## src/rtl/gpioemu_pkg.sv

```systemverilog
// gpioemu_pkg: shared address map, status/control bit positions and engine states.
package gpioemu_pkg;
    localparam logic [15:0] DEF_ADDR_A    = 16'h037F;
    localparam logic [15:0] DEF_ADDR_B    = 16'h0388;
    localparam logic [15:0] DEF_ADDR_RES  = 16'h0390;
    localparam logic [15:0] DEF_ADDR_STAT = 16'h0398;
    localparam logic [15:0] DEF_ADDR_CTRL = 16'h03A0;
    localparam logic [15:0] DEF_ADDR_CNT  = 16'h03A8;
    localparam int STAT_BUSY  = 0;
    localparam int STAT_DONE  = 1;
    localparam int STAT_OVF   = 2;
    localparam int CTRL_START = 0;
    localparam int CTRL_CLR   = 1;
    typedef enum logic [1:0] {S_IDLE, S_RUN, S_FINISH} mul_state_e;
endpackage

```

## src/rtl/gpioemu_mul_core.sv

```systemverilog
// gpioemu_mul_core: fixed-latency shift-add multiplier, one multiplier bit per cycle.
module gpioemu_mul_core
    import gpioemu_pkg::*;
#(
    parameter int WIDTH = 32
) (
    input  logic               clk,
    input  logic               reset,
    input  logic               start_i,
    input  logic [WIDTH-1:0]   a_i,
    input  logic [WIDTH-1:0]   b_i,
    output logic               busy_o,
    output logic               done_o,
    output logic [2*WIDTH-1:0] prod_o
);
    localparam int CW = $clog2(WIDTH + 1);
    mul_state_e         state_q, state_d;
    logic [2*WIDTH-1:0] acc_q, acc_d, ash_q, ash_d;
    logic [WIDTH-1:0]   b_q, b_d;
    logic [CW-1:0]      i_q, i_d;
    always_ff @(posedge clk or posedge reset) begin
        if (reset) begin
            state_q <= S_IDLE;
            acc_q   <= '0;
            ash_q   <= '0;
            b_q     <= '0;
            i_q     <= '0;
        end else begin
            state_q <= state_d;
            acc_q   <= acc_d;
            ash_q   <= ash_d;
            b_q     <= b_d;
            i_q     <= i_d;
        end
    end
    always_comb begin
        state_d = state_q;
        acc_d   = acc_q;
        ash_d   = ash_q;
        b_d     = b_q;
        i_d     = i_q;
        case (state_q)
            S_IDLE: if (start_i) begin
                state_d = S_RUN;
                acc_d   = '0;
                ash_d   = (2*WIDTH)'(a_i);
                b_d     = b_i;
                i_d     = '0;
            end
            S_RUN: begin
                acc_d   = b_q[0] ? acc_q + ash_q : acc_q;
                ash_d   = ash_q << 1;
                b_d     = b_q >> 1;
                i_d     = i_q + 1'b1;
                state_d = (i_q == CW'(WIDTH - 1)) ? S_FINISH : S_RUN;
            end
            default: state_d = S_IDLE;
        endcase
    end
    assign busy_o = state_q != S_IDLE;
    assign done_o = state_q == S_FINISH;
    assign prod_o = acc_q;
endmodule

```

## src/rtl/gpioemu_mulseq.sv

```systemverilog
// gpioemu_mulseq: bus-mapped sequential multiplier with op counter mirrored on gpio_out.
module gpioemu_mulseq
    import gpioemu_pkg::*;
#(
    parameter int          WIDTH     = 32,
    parameter logic [15:0] ADDR_A    = DEF_ADDR_A,
    parameter logic [15:0] ADDR_B    = DEF_ADDR_B,
    parameter logic [15:0] ADDR_RES  = DEF_ADDR_RES,
    parameter logic [15:0] ADDR_STAT = DEF_ADDR_STAT,
    parameter logic [15:0] ADDR_CTRL = DEF_ADDR_CTRL,
    parameter logic [15:0] ADDR_CNT  = DEF_ADDR_CNT
) (
    input  logic        clk,
    input  logic        reset,
    input  logic [15:0] saddress,
    input  logic        srd,
    input  logic        swr,
    input  logic [31:0] sdata_in,
    output logic [31:0] sdata_out,
    input  logic [31:0] gpio_in,
    input  logic        gpio_latch,
    output logic [31:0] gpio_out,
    output logic [31:0] gpio_in_s_insp
);
    logic               swr_q, srd_q, done_q, ovf_q;
    logic [WIDTH-1:0]   a_q, b_q, res_q;
    logic [31:0]        cnt_q, rdata_q, ins_q, stat, rd_data;
    logic               busy, fin, wr_ev, rd_ev, start, clr;
    logic [2*WIDTH-1:0] prod;
    assign wr_ev = swr & ~swr_q;
    assign rd_ev = srd & ~srd_q;
    assign start = wr_ev && saddress == ADDR_CTRL && sdata_in[CTRL_START] && !busy;
    assign clr   = wr_ev && saddress == ADDR_CTRL && sdata_in[CTRL_CLR];
    gpioemu_mul_core #(.WIDTH(WIDTH)) u_core (
        .clk    (clk),
        .reset  (reset),
        .start_i(start),
        .a_i    (a_q),
        .b_i    (b_q),
        .busy_o (busy),
        .done_o (fin),
        .prod_o (prod)
    );
    always_comb begin
        stat            = '0;
        stat[STAT_BUSY] = busy;
        stat[STAT_DONE] = done_q;
        stat[STAT_OVF]  = ovf_q;
        rd_data = (saddress == ADDR_RES)  ? 32'(res_q) :
                  (saddress == ADDR_STAT) ? stat :
                  (saddress == ADDR_CNT)  ? cnt_q : '0;
    end
    always_ff @(posedge clk or posedge reset) begin
        if (reset) begin
            swr_q   <= 1'b0;
            srd_q   <= 1'b0;
            a_q     <= '0;
            b_q     <= '0;
            res_q   <= '0;
            done_q  <= 1'b0;
            ovf_q   <= 1'b0;
            cnt_q   <= '0;
            rdata_q <= '0;
            ins_q   <= '0;
        end else begin
            swr_q <= swr;
            srd_q <= srd;
            if (wr_ev && !busy && saddress == ADDR_A) a_q <= sdata_in[WIDTH-1:0];
            if (wr_ev && !busy && saddress == ADDR_B) b_q <= sdata_in[WIDTH-1:0];
            if (start) begin
                done_q <= 1'b0;
                ovf_q  <= 1'b0;
            end
            if (fin) begin
                res_q  <= prod[WIDTH-1:0];
                ovf_q  <= |prod[2*WIDTH-1:WIDTH];
                done_q <= 1'b1;
            end
            // a clear landing on the finish cycle takes priority over the increment
            cnt_q <= clr ? '0 : fin ? cnt_q + 1'b1 : cnt_q;
            if (rd_ev) rdata_q <= rd_data;
            if (gpio_latch) ins_q <= gpio_in;
        end
    end
    assign sdata_out      = rdata_q;
    assign gpio_out       = cnt_q;
    assign gpio_in_s_insp = ins_q;
endmodule

```

## config.mk

```make
export PLATFORM = sky130hd
export DESIGN_NAME = gpioemu_mulseq
export DESIGN_NICKNAME = d
export VERILOG_FILES = /design/src/rtl/gpioemu_pkg.sv /design/src/rtl/gpioemu_mul_core.sv /design/src/rtl/gpioemu_mulseq.sv
export SDC_FILE = /design/constraint.sdc
export NUM_CORES = 1
export LEC_CHECK = 0
export ABC_AREA = 1
export CELL_PAD_IN_SITES_DETAIL_PLACEMENT = 1
export CELL_PAD_IN_SITES_GLOBAL_PLACEMENT = 2
export CORE_MARGIN = 2
export CORE_UTILIZATION = 36
export DETAILED_ROUTE_END_ITERATION = 10
export HOLD_SLACK_MARGIN = 0.02
export PLACE_DENSITY_LB_ADDON = 0.1
export SLEW_MARGIN = 0
export SYNTH_ARGS = -nofsm -noshare
export SYNTH_HDL_FRONTEND = slang
export SYNTH_SLANG_ARGS = --single-unit
```

## constraint.sdc

```tcl
create_clock -name clk -period 20.2 [get_ports clk]
set_input_delay 2.02 -clock clk [delete_from_list [all_inputs] [get_ports clk]]
set_output_delay 2.02 -clock clk [all_outputs]
set_load 0.02 [all_outputs]
```

# --- Word-level counts from Yosys, hierarchy flattened ---
# Index checks and enable logic that the tools add are counted.
# Widths: inputs -> output; s select.
word_totals:
  regBits: 364
  in_bits: 85
  out_inout_bits: 96
  elab_cells: 69
classes:
  addsub: 3
  n_eq_ne: 11
  muxes: 20
  bitwise: 4
  n_reduce_logical: 16
op_table:
  columns: ["operator", "n"]
  rows:
  - ["$pmux 64 s2", 2]
  - ["$mux 32", 6]
  - ["$mux 64", 3]
  - ["$eq 16x10->1 const B", 6]
  - ["$add 64x64->64", 1]
  - ["$pmux 32 s2", 1]
  - ["$add 32x1->32 const B", 1]
  - ["$reduce_or 32->1", 1]
  - ["$pmux 6 s2", 1]
  - ["$reduce_bool 2->1", 4]
  - ["$logic_and 1x1->1", 7]
  - ["$add 6x1->6 const B", 1]
  - ["$eq 6x5->1 const B", 1]
  - ["$mux 6", 1]
  - ["$mux 2", 2]
  - ["$pmux 2 s2", 1]
  - ["$mux 1", 3]
  - ["$reduce_and 3->1", 1]
  - ["$and 1x1->1", 2]
  - ["$eq 2x1->1 const B", 1]
  - ["$eq 2x2->1 const B", 1]
  - ["$logic_not 2->1", 1]
  - ["$ne 2x1->1 const B", 1]
  - ["$ne 2x2->1 const B", 1]
  - ["other kinds (3)", 4]

# --- Depth between registers and ports, before layout ---
# Gate-level depths: netlist (run 1).
logic_depth:
  word_depth: 7
  ltp_mapped: 17
  mapped_depth_nobuf: 17

# --- Cells and area by module ---
# From an unflattened synthesis (run 1), not the netlist that was laid out.
unflattened:
  cells_unflattened: 3002
  hier_area_um2: 21466.8
modules_own_cells:
  columns: ["mod", "instances", "cells_per_inst", "area_each_um2", "seq_area_each_um2"]
  rows:
  - ["gpioemu_mul_core", 1, 1969, 12582.1, 4204.0]
  - ["gpioemu_mulseq", 1, 1033, 8884.8, 4904.7]

# --- Worst setup path after synthesis (run 1) ---
# Ideal clock, no wire load.
synth_timing:
  path_type: "input port to flip-flop"
  startpoint: "in swr"
  endpoint: "reg u_core.ash_q[52]"
  setup_ps: 133
  arrival_time_ps: 3219
  t_required_ps: 20067
  path_slack_ps: 16848
  path_stages: 9
  path_buffers: 2
  cell_sequence: "inv_1 > or2_2 > nor4_1 > nand3b_1 > nand3b_4 > nand2_1 > buf_4 > buf_2 > o22ai_1"
synth_between:
  elab_chain_len: 6
synth_rtl:
  columns: ["item", "line_no", "rtl"]
  rows:
  - ["start: declaration", "gpioemu_mulseq.sv:17", "input logic swr,"]
  - ["$and 1x1->1", "gpioemu_mulseq.sv:30", "assign wr_ev = swr & ~swr_q;"]
  - ["$logic_and 1x1->1 (3 in series)", "gpioemu_mulseq.sv:32", "assign start = wr_ev && saddress == ADDR_CTRL && sdata_in[CTRL_START] && !busy;"]
  - ["$ne 2x2->1 (no source line)", null, null]
  - ["$reduce_and 2->1 (no source line)", null, null]
  - ["end signal: assignment", "gpioemu_mul_core.sv:31", "ash_q <= ash_d;"]
  - ["end: declaration", "gpioemu_mul_core.sv:18", "logic [2*WIDTH-1:0] acc_q, acc_d, ash_q, ash_d;"]
# Every way passes these cells.
# A chain may end at the register's enable or synchronous reset.

# --- Worst setup path in the final report (run 1) ---
layout_timing:
  startpoint: "in saddress[15]"
  endpoint: "reg u_core.ash_q[31]"
layout_between:
  elab_chain_len: 6
layout_rtl:
  columns: ["item", "line_no", "rtl"]
  rows:
  - ["start: declaration", "gpioemu_mulseq.sv:15", "input logic [15:0] saddress,"]
  - ["$eq 16x10->1", "gpioemu_mulseq.sv:32", null]
  - ["$logic_and 1x1->1 (3 in series)", "gpioemu_mulseq.sv:32", null]
  - ["$ne 2x2->1 (no source line)", null, null]
  - ["$reduce_and 2->1 (no source line)", null, null]
# Every way passes these cells.

==> results of run 1 <==
[layer usage]
metal,up-vias,track usage [%],part of all wire [%]
met5,-,0,0
met4,0,5.372,1.9
met3,85,3.471,4.5
met2,328,39.72,45
met1,9865,35.82,49
li1,9954,-,-
[how the worst max path moves through the flow]
stage                            start                to  slack [ns]  depth (start not counted)
after floorplan                  reset            a_q[0]        8.08                          1
after global placement    saddress[13]  u_core.ash_q[39]       14.67                         10
after detailed placement  saddress[15]  u_core.ash_q[25]       14.52                         10
after CTS                 saddress[15]  u_core.ash_q[25]       15.14                         10
after global routing      saddress[15]  u_core.ash_q[31]       14.86                         10
final                     saddress[15]  u_core.ash_q[31]       15.18                         10
[placed cells by master (no fill, tap or decap), drive strengths merged, types with 2 or more instances in the layout]
cell type	count
nor2	174
a211oi	3
xor2	8
clkbuf	59
clkdlybuf4s50	180
dfrtp	364
o22ai	34
inv	520
nor4	23
mux2	32
o21bai	2
nand3	195
clkinvlp	2
o21ai	247
ha	65
clkinv	17
nand3b	4
nor3	29
a21oi	73
xnor2	4
nand4	29
o211ai	3
bufinv	4
o221ai	2
a21o	3
buf	19
nand2	1172
or2	10
[metrics by stage]
stage	utilization (%)	instance area, sq um	hold slack, ns
after floorplan	-	21410	0.4492
after global placement	40.59	23910	0.4637
after detailed placement	40.59	23910	0.4640
after CTS	43.13	25410	0.4793
after global routing	43.13	25410	0.5048
final	43.13	25410	0.4752
[final cells by class]
cell class | instances | area [sq um]
inverters | 519 | 1958
flip-flops and latches | 364 | 9109
repair buffers | 199 | 1944
clock inverters | 24 | 247.7
multi-input cells | 2120 | 9932
clock buffers | 59 | 1250
fillers | 7447 | 33500
well taps | 773 | 967.2
[kinds of logic after synthesis]
kind of cell	after synthesis	share of synthesized area [%]
mux	32	1.683
fa+ha+maj	66	3.892
compound gates	371	9.098
simple gates	1639	31.11
xor+xnor	12	0.4908
flops	364	42.54
buf+inv	615	11.18
[critical path, cell delays in order]
cell and delay (ns):
clkdlybuf4s50_1 0.44, nor2_1 0.14, nand2_1 0.10, nor4_4 0.14
buf_4 0.26, nand3b_1 0.16, nand3b_4 0.52, nand2_4 0.62
buf_4 0.73, o21ai_0 0.17
[power by group through the flow]
| stage | clock, mW | combinational (mW) | sequential, mW |
|---|---|---|---|
| finish | 0.831 | 0.0762 | 0.740 |
| global route | 0.885 | 0.0832 | 0.741 |
| CTS | 0.854 | 0.0782 | 0.740 |
| detailed placement | 0 | 0.0777 | 0.753 |
| global placement | 0 | 0.0762 | 0.753 |
| floorplan | 0 | 0.0263 | 0.761 |
[flip-flops by register name, summed over array words and instances, names as in the netlist]
| signal | count |
|---|---|
| u_core.ash_q | 64 |
| ovf_q | 1 |
| gpio_in_s_insp | 32 |
| srd_q | 1 |
| u_core.i_q | 6 |
| b_q | 32 |
| u_core.prod_o | 64 |
| res_q | 32 |
| swr_q | 1 |
| a_q | 32 |
| gpio_out | 32 |
| u_core.b_q | 32 |
| done_q | 1 |
| sdata_out | 32 |
| u_core.state_q | 2 |
==> flow_metrics.env, run 1 <==
export IMPL_outcome="completed"
export IMPL_power_total_mw=1.647
export IMPL_area_growth_pct=18.66
export IMPL_synthTopCellsByArea="dfrtp_1 (43%), nand2_1 (21%), inv_1 (9.0%)"
export IMPL_finalMaxSlewViolations=0
export IMPL_maxSlewHeadroom_pct=33.76
export IMPL_p_sw_share_pct=23.54
export IMPL_drtPass1Iterations=5
export IMPL_synth_nets=3250
export IMPL_dr_first_iter_drc_count=1117
export IMPL_synth_seq_cells=364
export IMPL_fin_crit_sh_pct=24.84
export IMPL_internal_power_mw=1.260
export IMPL_fin_nets=3401
export IMPL_post_synth_top_count_cell="nand2_1"
export IMPL_p_clk_share_pct=50.4
export IMPL_critPathCaptureType="register"
export IMPL_clkSinkCount=364
export IMPL_cts_inserted_buffers=46
export IMPL_synth_area_sq_um=21410
export IMPL_crit_path_start_kind="primary input"
export IMPL_power_frac_seq_pct=44.9
export IMPL_cts_htree_levels=2
export IMPL_port_buffers=180
export IMPL_ctsResizeCount=0
export IMPL_track_usage_pct=24.91
export IMPL_dp_hpwl_mm=57.50
export IMPL_antennaDiodeCount=0
export IMPL_switchingPower_uw=387.9
export IMPL_min_to="sdata_out[20]"
export IMPL_power_density_nw_per_um2=64.84
export IMPL_postSynthCellCount=3099
export IMPL_setup_slack_ns=15.18
export IMPL_synth_flop_cell="dfrtp_1"
export IMPL_gp_congestion=0.8924
export IMPL_netlist_top_cells_count="nand2_1 (1170), inv_1 (516), dfrtp_1 (364), o21ai_0 (234), nand3_1 (195)"
export IMPL_p_leak_nw=13.11
export IMPL_holdBufCountCts=0
export IMPL_rsz0062_at_grt="no"
export IMPL_worst_pin_slew_ns=0.9937
export IMPL_layout_drive_gt1_share_pct=4.627
export IMPL_die_area_sq_um=61450
export IMPL_fp_dieW_microns=247.9
export IMPL_synth_top_area_share_pct=42.54
export IMPL_hp_class="reg2reg"
export IMPL_core_area_sq_um=58910
export IMPL_grt_pass1_vias=20970
export IMPL_reg2reg_to="u_core.ash_q[31]"
export IMPL_grt_pass1_wl_mm=119.4
export IMPL_cts_tree="built"
export IMPL_clk_insertion_delay_late_ns=0.59
export IMPL_place_inst=3975
export IMPL_r2r_cells=9
export IMPL_wl_per_cell_microns=18.68
export IMPL_fin_cells=4058
export IMPL_yosys_area_top_type="dfrtp_1"
export IMPL_setup_viol=0
export IMPL_regToRegSetupSlack_ns=16.65
export IMPL_async_flop_share_pct=100.0
export IMPL_whs_path_depth=2
export IMPL_row_count=89
export IMPL_regToRegStartpoint="u_core.state_q[0]"
export IMPL_floorplan_die_height_microns=247.9
export IMPL_start_util_pct=36.35
export IMPL_arrival_ns=5.45
export IMPL_clk_pin_slew_ns=0.06
export IMPL_fin_skew_ns=0.02354
export IMPL_synth_edff_count=0
export IMPL_antenna_found_initial=1
export IMPL_avgViaCountPerCell=4.986
export IMPL_grt_ovfl_total=0
export IMPL_ys_seq_area_share_pct=42.54
export IMPL_hold_violations=0
export IMPL_required_ns=20.63
export IMPL_synth_cell_types=44
export IMPL_maxCapViolCount=0
export IMPL_root_buffer="clkbuf_16"
export IMPL_period_needed_ns=5.018
export IMPL_cp_max_fo=74
export IMPL_vias=20230
export IMPL_fmax_mhz=199.3
export IMPL_drt_total_wl_mm=75.82
export IMPL_min_from="sdata_out[20]"
export IMPL_combPwrFrac_pct=4.6
export IMPL_critPathKind="in2reg"
export IMPL_cts_setup_buffers=0
export IMPL_boundaryPins=181
export IMPL_syn_avg_cell_area_sq_um=6.910
export IMPL_ir_worst_vdd_mv=0.05761
export IMPL_yosys_warnings=0
export IMPL_drc_errors=0
export IMPL_clock_path_buffers=3
export IMPL_place_worst_setup_slack_ns=14.52
export IMPL_grt_max_degree=110
export IMPL_setup_tns_ns=0
export IMPL_ant_nets=0
(Power assumes the default switching activity.)
==> inputs of run 2 (changes only) <==
--- a/config.mk
+++ b/config.mk
@@ -9,7 +9,7 @@
 export CELL_PAD_IN_SITES_DETAIL_PLACEMENT = 1
 export CELL_PAD_IN_SITES_GLOBAL_PLACEMENT = 2
 export CORE_MARGIN = 2
-export CORE_UTILIZATION = 36
+export CORE_UTILIZATION = 30
 export DETAILED_ROUTE_END_ITERATION = 10
 export HOLD_SLACK_MARGIN = 0.02
 export PLACE_DENSITY_LB_ADDON = 0.1
==> constraint.sdc (replaced) <==
create_clock -name clk -period 4.4 [get_ports clk]
set_input_delay 0.44 -clock clk [delete_from_list [all_inputs] [get_ports clk]]
set_output_delay 0.44 -clock clk [all_outputs]
set_load 0.02 [all_outputs]
==> flow_metrics.env, run 2 (synthesized netlist as in run 1, its figures left out) <==
export IMPL_startpoint="u_core.prod_o[0]"
export IMPL_gp_congestion=0.8706
export IMPL_die_area_sq_um=73530
export IMPL_ant_nets=0
export IMPL_root_buffer="clkbuf_16"
export IMPL_avgViaCountPerCell=4.722
export IMPL_maxSlewHeadroom_pct=38.54
export IMPL_drtPass1Iterations=5
export IMPL_n_fill_cell=8810
export IMPL_maxCapViolCount=0
export IMPL_dp_hpwl_mm=60.78
export IMPL_cts_setup_buffers=0
export IMPL_regToRegSetupSlack_ns=1.60
export IMPL_cts_tree="built"
export IMPL_ir_worst_vdd_mv=0.2659
export IMPL_finalMaxSlewViolations=0
export IMPL_dpl_cell_area_sq_um=24260
export IMPL_vias=20010
export IMPL_clk_pin_slew_ns=0.06
export IMPL_setup_tns_ns=0
export IMPL_start_util_pct=30.42
export IMPL_fin_nets=3416
export IMPL_cts_inserted_buffers=47
export IMPL_reg2reg_to="u_core.prod_o[62]"
export IMPL_fin_skew_ns=0.02364
export IMPL_fmax_mhz=357.2
export IMPL_holdBufCountCts=0
export IMPL_period_needed_ns=2.800
export IMPL_boundaryPins=181
export IMPL_outcome="completed"
export IMPL_clock_path_buffers=3
export IMPL_track_usage_pct=21.59
export IMPL_ctsResizeCount=0
export IMPL_cts_htree_levels=2
export IMPL_r2r_cells=17
export IMPL_critPathCaptureType="register"
export IMPL_holdWs_ns=0.3379
export IMPL_rsz0062_at_grt="no"
export IMPL_floorplan_die_height_microns=271.2
export IMPL_final_cell_mix="nand2_1 (1168), inv_1 (515), dfrtp_1 (364)"
export IMPL_antenna_found_initial=1
export IMPL_clk_insertion_delay_late_ns=0.59
export IMPL_area_growth_pct=20.42
export IMPL_port_buffers=180
export IMPL_fp_dieW_microns=271.2
export IMPL_crit_path_start_kind="register"
export IMPL_grt_max_degree=79
export IMPL_required_ns=4.86
export IMPL_critical_path_endpoint="u_core.prod_o[62]"
export IMPL_drc_errors=0
export IMPL_grt_pass1_vias=21110
export IMPL_wl_per_cell_microns=18.51
export IMPL_arrival_ns=3.26
export IMPL_hold_violations=0
export IMPL_layout_drive_gt1_share_pct=4.974
export IMPL_grt_ovfl_total=0
export IMPL_regToRegStartpoint="u_core.prod_o[0]"
export IMPL_fin_util_pct=36.63
export IMPL_p_leak_nw=13.19
export IMPL_power_density_nw_per_um2=296.3
export IMPL_critPathKind="reg2reg"
export IMPL_regArea_sq_um=9109
export IMPL_clkSinkCount=364
export IMPL_setup_viol=0
export IMPL_top_usage_layer="met2"
export IMPL_grt_pass1_wl_mm=124.8
export IMPL_worst_pin_slew_ns=0.9200
export IMPL_core_area_sq_um=70390
export IMPL_fin_crit_sh_pct=63.63
export IMPL_final_area_sq_um=25790
export IMPL_final_common_cell="nand2_1"
export IMPL_multi_input_area_sq_um=9932
export IMPL_row_count=97
export IMPL_gr_usage_met2_pct=34.79
export IMPL_cp_max_fo=4
export IMPL_hp_class="in2reg"
export IMPL_met1_usage_pct=31.64
export IMPL_drt_total_wl_mm=78.44
export IMPL_grtUsageMet3_pct=2.070
export IMPL_dr_first_iter_drc_count=1006
-- run 2: per-layer routing --
metal,vias to the layer above,wire (microns)
li1,10000,-
met1,9703,39850
met2,238,35220
met3,70,2184
met4,0,1185
met5,-,0
-- run 2: critical path: stages, from the launching register on --
cell and delay (ns):
dfrtp_1 0.45, ha_1 0.21, inv_1 0.07, fa_1 0.41
inv_1 0.07, nand3_1 0.13, inv_1 0.12, nand2_1 0.06
nand3_1 0.17, nand2_1 0.09, nand2_1 0.13, nand2_1 0.07
nand2_1 0.21, nand2_1 0.20, nand2_1 0.10, nand2_1 0.05
nand3_1 0.06, nand2_1 0.06
-- run 2: final cells by class --
class | count | area share [%]
sequential | 364 | 35.32
timing repair buffer | 213 | 8.094
multi-input combinational | 2120 | 38.52
clock inverter | 20 | 0.9171
tap | 940 | 4.561
antenna | 1 | 0.009704
inverter | 519 | 7.579
clock buffer | 61 | 4.998
-- run 2: worst min path at each step --
stage                       start            end  slack (ns)  cells after the start
detailed placement  sdata_out[30]  sdata_out[30]        0.46                      2
finish                        srd          srd_q        0.34                      1
global placement    sdata_out[26]  sdata_out[26]        0.46                      2
CTS                           srd          srd_q        0.31                      1
global route                  srd          srd_q        0.32                      1
floorplan                res_q[0]       res_q[0]        0.45                      2
-- run 2: metrics by stage --
stage	setup WS, ns	total power [mW]	std cells
after CTS	1.611	7.772	4237
final	1.600	7.640	4238
after floorplan	-0.9222	3.617	3099
after detailed placement	1.100	3.829	4156
after global routing	1.441	7.922	4238
after global placement	1.129	3.820	4156
-- run 2: power by group --
part	leakage (nW)	switching [mW]	internal, mW
sequential	4.47	0.0171	3.38
combinational	7.98	0.197	0.163
clock	0.742	1.59	2.30
